--- src/rtl/alu_chain_seq_if.sv ---
// Signal bundle between the host, the chain sequencer and the ALU stage: command in, ALU issue/result, chain result out.
// slave is the sequencer's view; master is the surrounding environment's view.
interface alu_chain_seq_if #(
  parameter int XLEN = 32
);
  logic            cmd_valid;
  logic            cmd_ready;
  logic [3:0]      cmd_mode;
  logic [1:0]      cmd_sel;
  logic [XLEN-1:0] cmd_arg1;
  logic [XLEN-1:0] cmd_arg2;
  logic            cmd_last;

  logic            alu_valid;
  logic            alu_ready;
  logic [3:0]      alu_mode;
  logic [XLEN-1:0] alu_arg1;
  logic [XLEN-1:0] alu_arg2;
  logic            alu_rvalid;
  logic            alu_rready;
  logic [XLEN-1:0] alu_result;

  logic            res_valid;
  logic            res_ready;
  logic [XLEN-1:0] res_data;

  modport slave (
    input  cmd_valid, cmd_mode, cmd_sel, cmd_arg1, cmd_arg2, cmd_last,
    input  alu_ready, alu_rvalid, alu_result, res_ready,
    output cmd_ready, alu_valid, alu_mode, alu_arg1, alu_arg2, alu_rready,
    output res_valid, res_data
  );

  modport master (
    output cmd_valid, cmd_mode, cmd_sel, cmd_arg1, cmd_arg2, cmd_last,
    output alu_ready, alu_rvalid, alu_result, res_ready,
    input  cmd_ready, alu_valid, alu_mode, alu_arg1, alu_arg2, alu_rready,
    input  res_valid, res_data
  );
endinterface

--- src/rtl/alu_chain_seq.sv ---
// Buffers ALU commands and issues one at a time with accumulator substitution; accept-to-issue 1 cycle, 1 op / 2 cycles.
// Stalls ALU results when a finished chain result is unconsumed; ALU_CHAIN_SEQ_STATS_EN adds stat_ops/stat_chains counters.
module alu_chain_seq #(
  parameter int XLEN  = 32,
  parameter int DEPTH = 4
) (
  input  logic               clock,
  input  logic               reset,
  alu_chain_seq_if.slave     io
`ifdef ALU_CHAIN_SEQ_STATS_EN
  ,
  output logic [31:0]        stat_ops,
  output logic [31:0]        stat_chains
`endif
);
  localparam int AW = $clog2(DEPTH);

  typedef struct packed {
    logic [3:0]      mode;
    logic [1:0]      sel;
    logic [XLEN-1:0] arg1;
    logic [XLEN-1:0] arg2;
    logic            last;
  } cmd_t;

  typedef enum logic [1:0] {IDLE, ISSUE, WAIT} state_t;

  state_t          state_q, state_d;
  cmd_t            mem_q [DEPTH];
  cmd_t            mem_d [DEPTH];
  logic [AW-1:0]   wr_ptr_q, wr_ptr_d, rd_ptr_q, rd_ptr_d;
  logic [AW:0]     count_q, count_d;
  logic [XLEN-1:0] acc_q, acc_d, res_data_q, res_data_d;
  logic            busy_last_q, busy_last_d;
  logic            res_valid_q, res_valid_d;
  cmd_t            head, cmd_in;
  logic            push, pop, rsp;

  assign head   = mem_q[rd_ptr_q];
  assign cmd_in = {io.cmd_mode, io.cmd_sel, io.cmd_arg1, io.cmd_arg2, io.cmd_last};

  assign io.cmd_ready  = reset && (count_q < (AW+1)'(DEPTH));
  assign io.alu_valid  = reset && (state_q == ISSUE);
  // Hold a final result in the ALU slot while the previous chain result is still unread.
  assign io.alu_rready = reset && (state_q == WAIT) && !(busy_last_q && res_valid_q && !io.res_ready);
  assign io.alu_mode   = head.mode;
  assign io.alu_arg1   = head.sel[0] ? acc_q : head.arg1;
  assign io.alu_arg2   = head.sel[1] ? acc_q : head.arg2;
  assign io.res_valid  = reset && res_valid_q;
  assign io.res_data   = reset ? res_data_q : '0;

  assign push = io.cmd_valid && io.cmd_ready;
  assign pop  = io.alu_valid && io.alu_ready;
  assign rsp  = io.alu_rvalid && io.alu_rready;

  always_comb begin
    state_d     = state_q;
    mem_d       = mem_q;
    wr_ptr_d    = wr_ptr_q;
    rd_ptr_d    = rd_ptr_q;
    count_d     = count_q;
    acc_d       = acc_q;
    res_data_d  = res_data_q;
    busy_last_d = busy_last_q;
    res_valid_d = res_valid_q;

    if (push) begin
      mem_d[wr_ptr_q] = cmd_in;
      wr_ptr_d        = wr_ptr_q + AW'(1);
    end
    if (pop) rd_ptr_d = rd_ptr_q + AW'(1);
    case ({push, pop})
      2'b10:   count_d = count_q + (AW+1)'(1);
      2'b01:   count_d = count_q - (AW+1)'(1);
      default: count_d = count_q;
    endcase

    if (res_valid_q && io.res_ready) res_valid_d = 1'b0;

    case (state_q)
      IDLE: begin
        if (count_d != '0) state_d = ISSUE;
      end
      ISSUE: begin
        if (pop) begin
          busy_last_d = head.last;
          state_d     = WAIT;
        end
      end
      WAIT: begin
        if (rsp) begin
          acc_d = io.alu_result;
          if (busy_last_q) begin
            res_data_d  = io.alu_result;
            res_valid_d = 1'b1;
            acc_d       = '0;
          end
          state_d = (count_d != '0) ? ISSUE : IDLE;
        end
      end
      default: state_d = IDLE;
    endcase
  end

  always_ff @(posedge clock) begin
    if (!reset) begin
      state_q     <= IDLE;
      wr_ptr_q    <= '0;
      rd_ptr_q    <= '0;
      count_q     <= '0;
      acc_q       <= '0;
      res_data_q  <= '0;
      busy_last_q <= 1'b0;
      res_valid_q <= 1'b0;
    end else begin
      state_q     <= state_d;
      wr_ptr_q    <= wr_ptr_d;
      rd_ptr_q    <= rd_ptr_d;
      count_q     <= count_d;
      acc_q       <= acc_d;
      res_data_q  <= res_data_d;
      busy_last_q <= busy_last_d;
      res_valid_q <= res_valid_d;
    end
  end

  always_ff @(posedge clock) begin
    mem_q <= mem_d;
  end

`ifdef ALU_CHAIN_SEQ_STATS_EN
  logic [31:0] stat_ops_q, stat_ops_d, stat_chains_q, stat_chains_d;

  always_comb begin
    stat_ops_d    = stat_ops_q + 32'(pop);
    stat_chains_d = stat_chains_q + 32'(res_valid_q && io.res_ready);
  end

  always_ff @(posedge clock) begin
    if (!reset) begin
      stat_ops_q    <= '0;
      stat_chains_q <= '0;
    end else begin
      stat_ops_q    <= stat_ops_d;
      stat_chains_q <= stat_chains_d;
    end
  end

  assign stat_ops    = stat_ops_q;
  assign stat_chains = stat_chains_q;
`endif
endmodule

--- src/flat_wrapper.sv ---
// flat-port wrapper written by rule: the top's interface ports become plain ports
module alu_chain_seq_flat 
#(
  parameter int XLEN  = 32,
  parameter int DEPTH = 4
)
  (clock, reset, io_cmd_valid, io_cmd_mode, io_cmd_sel, io_cmd_arg1, io_cmd_arg2, io_cmd_last, io_alu_ready, io_alu_rvalid, io_alu_result, io_res_ready, io_cmd_ready, io_alu_valid, io_alu_mode, io_alu_arg1, io_alu_arg2, io_alu_rready, io_res_valid, io_res_data);
  alu_chain_seq_if #(.XLEN(XLEN)) io_i ();
  input  logic clock;
  input  logic reset;
  input wire logic [$bits(io_i.cmd_valid)-1:0] io_cmd_valid;
  input wire logic [$bits(io_i.cmd_mode)-1:0] io_cmd_mode;
  input wire logic [$bits(io_i.cmd_sel)-1:0] io_cmd_sel;
  input wire logic [$bits(io_i.cmd_arg1)-1:0] io_cmd_arg1;
  input wire logic [$bits(io_i.cmd_arg2)-1:0] io_cmd_arg2;
  input wire logic [$bits(io_i.cmd_last)-1:0] io_cmd_last;
  input wire logic [$bits(io_i.alu_ready)-1:0] io_alu_ready;
  input wire logic [$bits(io_i.alu_rvalid)-1:0] io_alu_rvalid;
  input wire logic [$bits(io_i.alu_result)-1:0] io_alu_result;
  input wire logic [$bits(io_i.res_ready)-1:0] io_res_ready;
  output wire logic [$bits(io_i.cmd_ready)-1:0] io_cmd_ready;
  output wire logic [$bits(io_i.alu_valid)-1:0] io_alu_valid;
  output wire logic [$bits(io_i.alu_mode)-1:0] io_alu_mode;
  output wire logic [$bits(io_i.alu_arg1)-1:0] io_alu_arg1;
  output wire logic [$bits(io_i.alu_arg2)-1:0] io_alu_arg2;
  output wire logic [$bits(io_i.alu_rready)-1:0] io_alu_rready;
  output wire logic [$bits(io_i.res_valid)-1:0] io_res_valid;
  output wire logic [$bits(io_i.res_data)-1:0] io_res_data;
  assign io_i.cmd_valid = io_cmd_valid;
  assign io_i.cmd_mode = io_cmd_mode;
  assign io_i.cmd_sel = io_cmd_sel;
  assign io_i.cmd_arg1 = io_cmd_arg1;
  assign io_i.cmd_arg2 = io_cmd_arg2;
  assign io_i.cmd_last = io_cmd_last;
  assign io_i.alu_ready = io_alu_ready;
  assign io_i.alu_rvalid = io_alu_rvalid;
  assign io_i.alu_result = io_alu_result;
  assign io_i.res_ready = io_res_ready;
  assign io_cmd_ready = io_i.cmd_ready;
  assign io_alu_valid = io_i.alu_valid;
  assign io_alu_mode = io_i.alu_mode;
  assign io_alu_arg1 = io_i.alu_arg1;
  assign io_alu_arg2 = io_i.alu_arg2;
  assign io_alu_rready = io_i.alu_rready;
  assign io_res_valid = io_i.res_valid;
  assign io_res_data = io_i.res_data;
  alu_chain_seq #(.XLEN(XLEN), .DEPTH(DEPTH)) u_core (.clock(clock), .reset(reset), .io(io_i));
endmodule
--- config.mk ---
export PLATFORM = sky130hd
export DESIGN_NAME = alu_chain_seq_flat
export DESIGN_NICKNAME = d
export VERILOG_FILES = /design/src/rtl/alu_chain_seq_if.sv /design/src/rtl/alu_chain_seq.sv /design/src/flat_wrapper.sv
export SDC_FILE = /design/constraint.sdc
export NUM_CORES = 1
export LEC_CHECK = 0
export ABC_AREA = 1
export BUFFER_PORTS_ARGS = -buffer_cell sky130_fd_sc_hd__buf_2
export CELL_PAD_IN_SITES_DETAIL_PLACEMENT = 1
export CELL_PAD_IN_SITES_GLOBAL_PLACEMENT = 1
export CORE_ASPECT_RATIO = 1.5
export CORE_MARGIN = 10
export CORE_UTILIZATION = 31
export DETAILED_ROUTE_END_ITERATION = 7
export GPL_TIMING_DRIVEN = 0
export PLACE_DENSITY = 0.58
export SKIP_CTS_REPAIR_TIMING = 1
export SLEW_MARGIN = 15
export SYNTH_ARGS = -nofsm -noshare
export SYNTH_HDL_FRONTEND = slang
export SYNTH_SLANG_ARGS = --single-unit
--- constraint.sdc ---
create_clock -name clock -period 4.2 [get_ports clock]
set_clock_uncertainty 0.2 [all_clocks]
set_input_delay 0.21 -clock clock [delete_from_list [all_inputs] [get_ports clock]]
set_output_delay 0.21 -clock clock [all_outputs]
set_load 0.01 [all_outputs]
[Yosys cells after proc, flatten, opt, wreduce, memory -nomap -nowiden]
Cells that the tools add are included.
Storage, ports and cells
  register bits: 359
  input bits: 109
  word-level logic and storage cells: 85
Cells by class
  $add $sub $neg: 4
  order comparisons: 4
  equal/unequal tests: 7
  multiplexer cells: 20
  bitwise gates (word level): 2
  reduce and logical (&&, ||, !) cells: 20
Operators by type and width (number)
  $bwmux W284: 1
  $mux W71: 3
  $bmux W71 S2: 1
  $demux W71 S2: 1
  $mux W32: 4
  $logic_and A1 B1 Y1: 12
  $ge A3 B3 Y1 const B: 2
  $mux W2: 3
  $ne A2 B1 Y1 const B: 3
  $not A2 Y3: 2
  $pmux W2 S3: 1
  $pmux W3 S2: 1
  $reduce_and A3 Y1: 2
  $mux W1: 5
  $add A2 B1 Y2 const B: 2
  $eq A2 B1 Y1 const B: 2
  $eq A2 B2 Y1 const B: 2
  $reduce_and A2 Y1: 2
  $add A3 B1 Y3 const B: 1
  $lt A3 B1 Y1 const B: 1
  $lt A3 B3 Y1 const B: 1
  $reduce_bool A3 Y1: 1
  $sub A3 B1 Y3 const B: 1
  $logic_not A1 Y1: 2
  $logic_not A2 Y1: 1

[Longest topological paths before layout]
Gate-level depths: netlist of run 1.
  depth in word-level cells: 9
  depth in mapped cells: 13
  depth with buffers taken out: 12

[Worst setup path before layout of run 1]
Ideal clock, no wire load.
  kind: input -> register
  start point: input reset
  end point: register u_core.mem_q[0] in the netlist's numbering (enable)
  library setup time: 501 ps
  arrival time: 3843 ps
  required time: 3499 ps
  path slack: -343 ps
  cell stages on the path: 5
  path through: buf_2 inv_1 nor2_1 nand2_1 nor2_1
On the way
  word-level cells in the longest chain between the ends: 2
Ends and longest elaborated chain
  from (decl): RTL line flat_wrapper.sv:10  | input logic reset;
  $logic_and A1 B1 Y1: RTL line alu_chain_seq.sv:42  | assign io.cmd_ready = reset && (count_q < (AW+1)'(DEPTH));
  net io_cmd_ready: RTL line flat_wrapper.sv:21  | output wire logic [$bits(io_i.cmd_ready)-1:0] io_cmd_ready;
  $logic_and A1 B1 Y1: RTL line alu_chain_seq.sv:52  | assign push = io.cmd_valid && io.cmd_ready;
  to (signal assigned): RTL line alu_chain_seq.sv:128  | mem_q <= mem_d;
  to (decl): RTL line alu_chain_seq.sv:29  | cmd_t mem_q [DEPTH];
The timed path passes the listed nets, and every way through them passes these cells.
A chain may end at the register's enable or synchronous reset.

[Worst setup path in the final report of run 1]
  start point: register u_core.rd_ptr_q[0]
  end point: output io_alu_arg2[11]
On the way
  word-level cells in the longest chain between the ends: 5
Ends and longest elaborated chain
  from (decl): RTL line alu_chain_seq.sv:31  | logic [AW-1:0] wr_ptr_q, wr_ptr_d, rd_ptr_q, rd_ptr_d;
  from (signal assigned): RTL line alu_chain_seq.sv:118  | rd_ptr_q <= rd_ptr_d;
  $not A2 Y3 (implied by the code): RTL line alu_chain_seq.sv:39  | assign head = mem_q[rd_ptr_q];
  $bmux W71 S2: RTL line alu_chain_seq.sv:39
  $mux W71 (implied by the code) (2 in series): RTL line alu_chain_seq.sv:39
  $mux W32: RTL line alu_chain_seq.sv:48  | assign io.alu_arg2 = head.sel[1] ? acc_q : head.arg2;
  to (decl): RTL line flat_wrapper.sv:25  | output wire logic [$bits(io_i.alu_arg2)-1:0] io_alu_arg2;
Every way passes these cells. The select of a mux whose other input is x is not followed.

==> results by group, run 1 <==
Clock network
  • Clock Pin Slew Worst Setup and Hold Paths: 0.06 ns
  • Htree depth: 2
  • CTS sink count: 359
  • CTS Buffer Depth: 3
  • Total CTS buffers: 38
  • CTS tree: done
  • Clk root buf: clkbuf_16
  • Clk_lat worst skew: 0.53 ns

Synth
  • Post-Syn Instances: 1427
  • Top-count cell post-synth: nand2_1
  • Synth warnings: 0
  • Post-synthesis cell type count: 26
  • Avg Inst Size Synth: 10.3 um^2
  • Synth cell count leaders: nand2_1, edfxtp_1, nor2_1
  • Top FF cell, synth: edfxtp_1
  • Post-synth top area share: 58.0%
  • Post-Syn Area: 14700 um^2
  • Top post-synthesis cells by area: edfxtp_1, dfxtp_1, nand2_1, o21ai_0, nor2_1
  • Ys async rst share: 0%
  • Flip-flop and latch count after synthesis: 359
  • Post-synth top area cell: edfxtp_1
  • Synth Net Count: 1542
  • Number of synthesized flops with an enable pin: 284
  • Post-synthesis sequential area ratio: 68.3%

Global routing
  • First-pass GRT wire length: 76300 um
  • GRT Overall Usage: 18.0%
  • Largest net degree at the start of global routing: 23
  • Vias in the first global route: 12048
  • Initial antenna violation count: 3
  • Grt total ovfl: 0

Drt
  • DRT antenna net count: 0
  • Detailed-router iteration count before antenna repair: 5
  • Final WL: 52000 um
  • Via/cell ratio: 4.74
  • Initial DRC count: 645
  • Total number of vias: 11475
  • Remaining routing DRC violations: 0
  • Drt wl/cell: 21.5 um

Worst setup path
  • Endpoint class of the critical path: primary output
  • CP cell instances: buf_4, buf_6, clkbuf_1, nor2_1, o22ai_1, nand2_1, o21ai_0, buf_2
  • R2r worst-path depth: 7
  • Slowest Stage Delay on Critical Path: 0.49 ns
  • CP Max Fanout: 10
  • WP buf/inv: 4
  • Critical Path Stages: 8
  • Critical-path top delay cell: clkbuf_1
  • CP top delay family: buffers and inverters
  • Worst path required time: 3.79 ns
  • Startpoint types: flop
  • CP Class: flop to primary output
  • Arr. time, crit path: 2.78 ns

Timing
  • Final worst path period share: 76.0%
  • Fmax: 0.313 GHz
  • Worst rel slew slack: 54.3%
  • Slew Limit Fails: 0
  • Final setup viols: 0
  • Final hold violation count: 4
  • RSZ-0062 raised after global routing: no
  • Fin Hold WS: -0.0335 ns
  • Fin crit period: 3.19 ns
  • Worst Tran Pin Value: 0.685 ns

Worst hold path
  • Hold Path Class: input pin to flop
  • WHS Path Cells: 4

Status
  • Failing checks: hold timing
  • Status: complete, but fails checks

Floorplanning
  • Die area: 56700 um^2
  • Die Ht: 287 um
  • Die X: 198 um
  • I/O pin count: 213
  • Starting Density: 31.4%
  • Core box area: 46800 um^2
  • Num rows: 97

Place
  • Gpl congestion: 0.823
  • Post-DP HPWL: 38900 um
  • Post-placement cell count: 2246
  • Port bufs: 211

Run
  • Max_cap viols: 0

Final layout
  • Area growth syn-to-layout: 29.9%
  • Fill count: 5280
  • Final net count: 1912
  • Layout cells sized above 1: 18.7%
  • Post-layout util: 40.7%
  • Fin cells: 2419

Power and ir drop
  • Max VDD drop: 0.000273 V
  • P_leak: 7.88 nW
  • Power Density: 431 nW/um^2
==> worst paths after layout <==
kind,from,to,slack (ns)
max,u_core.rd_ptr_q[0]$_SDFFE_PN0P_,io_alu_arg2[11],1.01
min,io_alu_rvalid,u_core.state_q[1]$_SDFFE_PN0P_,-0.03
max reg2reg,u_core.count_q[2]$_SDFF_PN0_,u_core.mem_q[41]$_DFFE_PP_,1.51
min reg2reg,u_core.res_data_q[0]$_SDFFE_PN0P_,u_core.res_data_q[0]$_SDFFE_PN0P_,0.32
==> final cells by class <==
| type | count | area [um^2] | area share [%] |
|---|---|---|---|
| tap | 594 | 743 | 3.89 |
| buffer | 90 | 444 | 2.33 |
| timing repair buffer | 330 | 2440 | 12.8 |
| antenna | 2 | 5.00 | 0.0262 |
| sequential | 359 | 10000 | 52.5 |
| clock buffer | 47 | 1010 | 5.27 |
| multi-input combinational | 861 | 3810 | 20.0 |
| clock inverter | 19 | 169 | 0.885 |
| inverter | 117 | 439 | 2.30 |
==> power by group <==
group | internal [mW] | leakage (nW) | switching, mW
Combinational | 0.340 | 4.12 | 0.656
Sequential | 3.93 | 3.19 | 0.0270
Clock | 1.88 | 0.571 | 1.39
==> worst register-to-register path, cell delays in order (launching register included) <==
cell and delay (ns):
dfxtp_1 0.32, nor2_1 0.14, nand2_1 0.33, nor2_4 0.59, buf_16 0.24, buf_16 0.18
buf_16 0.19, buf_16 0.19
==> metrics by stage <==
| stage | hold WS, ns | setup slack (ns) | power [mW] | cell area [um^2] | TNS (ns) |
|---|---|---|---|---|---|
| after floorplan | 0.109 | -0.343 | 4.49 | 14700 | -97.53 |
| after global placement | 0.220 | -3.68 | 4.93 | 16500 | -1003.67 |
| after detailed placement | 0.226 | 1.02 | 4.96 | 16900 | 0 |
| after CTS | -0.333 | 0.921 | 8.23 | 18000 | 0 |
| after global routing | 0.0259 | 0.876 | 8.54 | 19100 | 0 |
| final | -0.0335 | 1.01 | 8.22 | 19100 | 0 |
==> cell usage in the layout, fill, tap and decap left out, types with 9 or more instances in the layout <==
cell type	netlist	layout
nand2_1	312	312
o21ai_1	27	27
dfxtp_1	75	75
clkinv_1	0	9
edfxtp_1	284	284
buf_2	38	249
o22ai_1	69	69
dlygate4sd3_1	0	105
inv_1	112	112
clkbuf_1	39	47
clkbuf_16	0	39
nor2_1	241	237
o21ai_0	181	181
==> cell families after synthesis <==
family | after synthesis | share of synthesized area, %
AND/OR/NAND/NOR | 570 | 14.8
flip-flops | 359 | 68.3
adder cells (fa/ha/maj) | 6 | 0.562
AO/OA/AOI/OAI | 284 | 10.3
XOR/XNOR | 1 | 0.0596
buffers and inverters | 207 | 6.01
==> per-layer routing <==
layer / track usage (%) / vias to the layer above / routed length (um)
li1: - / 5537 / -
met1: 20.5 / 5619 / 21000
met4: 6.26 / 4 / 1490
met5: 0 / - / 19
met3: 3.69 / 68 / 2360
met2: 32.4 / 247 / 27000
==> state kept, by name, summed over array words and instances, names as in the netlist <==
| register | cells |
|---|---|
| u_core.res_data_q | 32 |
| u_core.busy_last_q | 1 |
| u_core.rd_ptr_q | 2 |
| u_core.res_valid_q | 1 |
| u_core.mem_q | 284 |
| u_core.wr_ptr_q | 2 |
| u_core.state_q | 2 |
| u_core.acc_q | 32 |
| u_core.count_q | 3 |
Note: power is estimated with default switching activity, not from simulation.
==> inputs of run 2 (changes only) <==
- ABC_AREA: 1 -> 0
- PLACE_DENSITY: 0.58 -> 0.54
- clock period: 4.2 -> 2.8 ns (I/O delays scaled with it)
==> run 2 against run 1 <==
  * The flow still finishes with violations (hold timing)
  * Sequential cell count unchanged
  * Non-clock buffer count down 39
  * First-iteration DRC count down 58%
  * Count of clock-buffer cells in the layout unchanged
  * Clock power up 49%
  * Sequential share of layout area up 0.96 points
  * Setup slack worse by 0.93 ns
  * Die area down 1.9%
  * Critical path type unchanged
  * Highest routed layer is now met4
==> results by group, run 2 <==
Final layout
  • Top Registers: u_core.mem_q x284, u_core.acc_q x32, u_core.res_data_q x32
  • Commonest non-fill, non-tap cell in the layout: edfxtp_1
  • Area growth syn-to-layout: 30.2%
  • Final net count: 1250
  • Fin cells: 1754
  • Fill count: 4622
  • Top reg by flops: u_core.mem_q
  • Reg area: 10000 um^2
  • Layout cells sized above 1: 41.3%
  • Max FFs per register: 284
  • Multi-input gate area: 4070 um^2
  • Commonest cells after routing, fill and taps aside: edfxtp_1, buf_2, dlygate4sd3_1, dfxtp_1, mux4_2
  • Post-layout util: 40.9%
  • Final instance area: 18700 um^2

Place
  • Gpl congestion: 0.686
  • Post-placement cell count: 1573
  • Post-DP Area: 16300 um^2
  • Post-DP HPWL: 28600 um
  • Port bufs: 212
  • Placement Setup Slack: -0.290 ns

Global routing
  • Largest net degree at the start of global routing: 39
  • Grt total ovfl: 0
  • Vias in the first global route: 9057
  • GRT Overall Usage: 14.8%
  • Initial antenna violation count: 2
  • First-pass GRT wire length: 61500 um

Timing
  • Fin Hold WS: -0.0250 ns
  • Final setup viols: 0
  • Final worst path period share: 97.2%
  • Worst rel slew slack: 50.0%
  • Slew Limit Fails: 0
  • Setup TNS: 0 ns
  • Fmax: 0.367 GHz
  • Worst Tran Pin Value: 0.749 ns
  • Fin crit period: 2.72 ns
  • Final hold violation count: 1
  • Final WS setup: 0.0788 ns
  • RSZ-0062 raised after global routing: no

Floorplanning
  • Die Ht: 284 um
  • Die area: 55600 um^2
  • I/O pin count: 213
  • Starting Density: 31.4%
  • Core box area: 45900 um^2
  • Die X: 196 um
  • Num rows: 96

Status
  • Failing checks: hold timing
  • Status: complete, but fails checks

Power and ir drop
  • Max VDD drop: 0.000410 V
  • Power Density: 647 nW/um^2
  • Final Power: 12.1 mW
  • P_leak: 6.86 nW
  • P_sw: 2.80 mW
  • Clock power share: 40.2%
  • Sequential power share: 49.1%
  • Sw Share: 23.1%
  • Gate power share: 10.7%
  • Pint: 9.34 mW

Worst hold path
  • WHS Path Cells: 4
  • WHS Endpoint: u_core.wr_ptr_q[1]$_SDFFE_PN0P_
  • Hold wc startpoint: io_cmd_valid
  • Hold Path Class: input pin to flop

Worst setup path
  • R2r worst-path depth: 7
  • CP Class: flop to primary output
  • CP Max Fanout: 10
  • Startpoint types: flop
  • Arr. time, crit path: 2.38 ns
  • Worst path required time: 2.46 ns
  • Setup slack, reg-to-reg: 0.27 ns
  • Endpoint class of the critical path: primary output
  • FF-to-FF Start: u_core.count_q[2]$_SDFF_PN0_
  • RR Endpoint: u_core.state_q[0]$_SDFFE_PN0P_
  • CP startpoint: u_core.rd_ptr_q[0]$_SDFFE_PN0P_

Clock network
  • Total CTS buffers: 38
  • CTS sink count: 359
  • Htree depth: 2
  • Clock Pin Slew Worst Setup and Hold Paths: 0.06 ns
  • Clk root buf: clkbuf_16
  • CTS tree: done
  • Clk_lat worst skew: 0.53 ns
  • CTS Buffer Depth: 3

Drt
  • Initial DRC count: 269
  • Via/cell ratio: 4.71
  • Final WL: 42300 um
  • Total number of vias: 8261
  • DRT antenna net count: 0
  • Detailed-router iteration count before antenna repair: 4
  • Remaining routing DRC violations: 0
  • Drt wl/cell: 24.1 um

Synth
  • Post-synth top area share: 59.2%
  • Number of synthesized flops with an enable pin: 284
  • Top FF cell, synth: edfxtp_1
  • Synth warnings: 0
  • Post-Syn Instances: 767
  • Synth Net Count: 882
  • Post-synthesis cell type count: 35
  • Synth cell count leaders: edfxtp_1, dfxtp_1, mux4_2
  • Flip-flop and latch count after synthesis: 359
  • Avg Inst Size Synth: 18.8 um^2
  • Top post-synthesis cells by area: edfxtp_1, mux4_2, dfxtp_1, mux2_4, mux2_2
  • Top-count cell post-synth: edfxtp_1
  • Ys async rst share: 0%
  • Post-synth top area cell: edfxtp_1
  • Post-synthesis sequential area ratio: 69.7%
  • Post-Syn Area: 14400 um^2

Run
  • Max_cap viols: 0
-- run 2: logic make-up after synthesis --
logic type / after synthesis / share of synthesized area, %
xor gates and xnor gates: 4 / 0.243
muxes: 169 / 20.3
AOI/OAI and AO/OA: 75 / 2.67
and+or+nand+nor: 97 / 4.42
adders and majority gates: 6 / 0.574
buffers and inverters: 57 / 2.11
DFF: 359 / 69.7
-- run 2: final cells by class --
class / instances / area share [%]
Clock buffer: 47 / 5.59
Antenna cell: 1 / 0.0134
Timing Repair Buffer: 330 / 12.5
Tap cell: 588 / 3.92
Multi-Input combinational cell: 351 / 21.7
Clock inverter: 23 / 0.768
Buffer: 51 / 1.92
Inverter: 4 / 0.0801
Sequential cell: 359 / 53.5
-- run 2: routing by layer --
metal | global-route usage (%) | part of all wire (%) | vias to the layer above
li1 | - | - | 3760
met1 | 16.6 | 40 | 4273
met2 | 26.6 | 54 | 182
met3 | 3.37 | 4.4 | 46
met4 | 5.11 | 1.8 | 0
met5 | 0 | 0 | -
-- run 2: power groups by stage --
stage          Sequential [mW]  Clock (mW)  Combinational (mW)
2_1_floorplan             6.05           0               0.679
3_3_place_gp              6.07           0                1.15
3_5_place_dp              6.07           0                1.18
4_1_cts                   5.96        5.04                1.18
5_1_grt                   5.96        5.25                1.42
6_report                  5.95        4.88                1.30
-- run 2: worst max-delay path: stages, from the launching register on --
cell and delay [ns]:
dfxtp_1 0.35, buf_12 0.16, mux4_2 0.53, buf_12 0.17, buf_12 0.16, mux2_4 0.32
buf_2 0.15
-- run 2: worst max path at each step --
stage	slack (ns)	endpoint
finish	0.08	io_alu_arg1[3]
global route	0.003	io_alu_arg1[31]
CTS	-0.46	io_alu_arg1[27]
detailed placement	-0.29	u_core.state_q[0]$_SDFFE_PN0P_
global placement	-0.59	u_core.mem_q[50]$_DFFE_PP_
floorplan	0.39	u_core.state_q[0]$_SDFFE_PN0P_
==> inputs of run 3 (changes only) <==
- CELL_PAD_IN_SITES_DETAIL_PLACEMENT: 1 -> 0
- CORE_UTILIZATION: 31 -> 44
- PLACE_DENSITY: 0.54 -> 0.73
==> run 3 against run 2 <==
  * The run now ends clean
  * Sequential share of layout area rose by 0.89 points
  * Clock power fell by 3%
  * First-iteration DRC count is 76% higher
  * Critical endpoint is now io_alu_arg2[22]
  * Largest cell class unchanged
==> results by group, run 3 (synthesized netlist as in run 2, its figures left out) <==
Timing
  • Final worst path period share: 97.0%
  • Fmax: 0.368 GHz
  • Final setup viols: 0
  • Worst rel slew slack: 52.7%
  • Final hold violation count: 0
  • RSZ-0062 raised after global routing: yes
  • Slew Limit Fails: 0
  • Worst Tran Pin Value: 0.709 ns
  • Fin crit period: 2.72 ns

Final layout
  • Max FFs per register: 284
  • Layout cells sized above 1: 40.7%
  • Fin cells: 1571
  • Area growth syn-to-layout: 28.1%
  • Top Registers: u_core.mem_q x284, u_core.acc_q x32, u_core.res_data_q x32
  • Commonest cells after routing, fill and taps aside: edfxtp_1, buf_2, dlygate4sd3_1, dfxtp_1, mux4_2
  • Commonest non-fill, non-tap cell in the layout: edfxtp_1
  • Top reg by flops: u_core.mem_q
  • Final net count: 1245

Worst setup path
  • Setup slack, reg-to-reg: 0.15 ns
  • Startpoint types: flop
  • RR Endpoint: u_core.state_q[0]$_SDFFE_PN0P_
  • Worst path required time: 2.46 ns
  • FF-to-FF Start: u_core.count_q[2]$_SDFF_PN0_
  • CP Max Fanout: 10
  • R2r worst-path depth: 8
  • Endpoint class of the critical path: primary output
  • CP Class: flop to primary output
  • Arr. time, crit path: 2.38 ns

Power and ir drop
  • Sequential power share: 49.8%
  • Pint: 9.37 mW
  • P_leak: 6.82 nW
  • Power Density: 648 nW/um^2
  • Max VDD drop: 0.000514 V
  • P_sw: 2.59 mW
  • Clock power share: 39.7%
  • Gate power share: 10.5%
  • Final Power: 12.0 mW
  • Sw Share: 21.7%

Global routing
  • Initial antenna violation count: 0
  • GRT Overall Usage: 17.2%
  • First-pass GRT wire length: 53000 um
  • Vias in the first global route: 8467
  • Largest net degree at the start of global routing: 41
  • Grt total ovfl: 0

Place
  • Port bufs: 212
  • Post-DP HPWL: 24300 um
  • Gpl congestion: 0.728
  • Post-placement cell count: 1399

Floorplanning
  • Die area: 40500 um^2
  • Starting Density: 44.4%
  • Num rows: 81
  • Die Ht: 242 um
  • I/O pin count: 213
  • Die X: 168 um
  • Core box area: 32400 um^2

Worst hold path
  • Hold wc startpoint: reset
  • Hold Path Class: input pin to flop
  • WHS Endpoint: u_core.state_q[1]$_SDFFE_PN0P_
  • WHS Path Cells: 3

Drt
  • Via/cell ratio: 5.19
  • Total number of vias: 8160
  • Final WL: 36400 um
  • Detailed-router iteration count before antenna repair: 5
  • Initial DRC count: 473
  • DRT antenna net count: 0
  • Drt wl/cell: 23.2 um
  • Remaining routing DRC violations: 0

Clock network
  • CTS Buffer Depth: 3
  • CTS sink count: 359
  • Clock Pin Slew Worst Setup and Hold Paths: 0.06 ns
  • Htree depth: 2
  • CTS tree: done
  • Clk_lat worst skew: 0.52 ns
  • Clk root buf: clkbuf_16
  • Total CTS buffers: 35

Run
  • Max_cap viols: 0

Status
  • Status: complete, no violations
-- run 3: cell types whose count changed in the layout (fill, tap and decap cells not counted), sizes merged, moves of 2 or more --
cell      before  now
bufinv         1    3
clkinvlp       2    0
clkinv        19    8
clkbuf        77   82
inv            5    3
buf          244  241
-- run 3: final cells by class --
type / instances / area (um^2)
Timing Repair Buffer: 326 / 2300
Clock inverter: 10 / 120
Buffer: 53 / 355
Multi-Input combinational cell: 351 / 4070
Inverter: 4 / 15.0
Antenna cell: 1 / 2.50
Sequential cell: 359 / 10000
Tap cell: 415 / 519
Fill cell: 2553 / 14000
Clock buffer: 52 / 1020
-- run 3: how the worst max path moves through the flow --
stage | cells after the start | slack [ns] | to | startpoint
after floorplan | 8 | 0.39 | u_core.state_q[0]$_SDFFE_PN0P_ | u_core.count_q[2]$_SDFF_PN0_
after global placement | 3 | -0.48 | u_core.mem_q[229]$_DFFE_PP_ | u_core.count_q[2]$_SDFF_PN0_
after detailed placement | 9 | -0.43 | u_core.state_q[0]$_SDFFE_PN0P_ | reset
after CTS | 5 | -0.25 | io_alu_arg1[27] | u_core.rd_ptr_q[1]$_SDFFE_PN0P_
after global routing | 5 | -0.006 | io_alu_arg2[29] | u_core.rd_ptr_q[1]$_SDFFE_PN0P_
final | 6 | 0.08 | io_alu_arg2[22] | u_core.rd_ptr_q[0]$_SDFFE_PN0P_
-- run 3: power by group through the flow --
stage	Clock [mW]	Sequential (mW)	Combinational (mW)
after floorplan	0	6.05	0.679
after global placement	0	6.07	1.10
after detailed placement	0	6.07	1.13
after CTS	4.83	5.96	1.13
after global routing	5.05	5.96	1.35
final	4.74	5.96	1.26
-- run 3: routing by layer --
metal	global-route usage [%]	vias up	routed length [um]
met5	0	-	0
met4	5.42	0	792
met3	4.19	47	1850
met2	30.3	225	19000
met1	20.2	4127	14700
li1	-	3761	-
-- run 3: through the flow --
stage	TNS, ns	cell area [um^2]	hold slack [ns]	setup WS (ns)	utilization (%)
finish	0	18400	0.0105	0.0831	56.9
global route	-0.00890	18400	0.0181	-0.00604	56.8
CTS	-11.86	17300	-0.394	-0.252	53.2
detailed placement	-0.429	16100	0.159	-0.429	49.7
global placement	-128.38	16000	0.150	-0.476	49.3
floorplan	0	14400	0.0389	0.388	-
-- run 3: critical path: stages, from the launching register on --
cell and delay (ns):
dfxtp_1 0.34, buf_8 0.16, mux4_2 0.54, buf_12 0.17, buf_12 0.16, mux2_4 0.32, buf_2 0.15
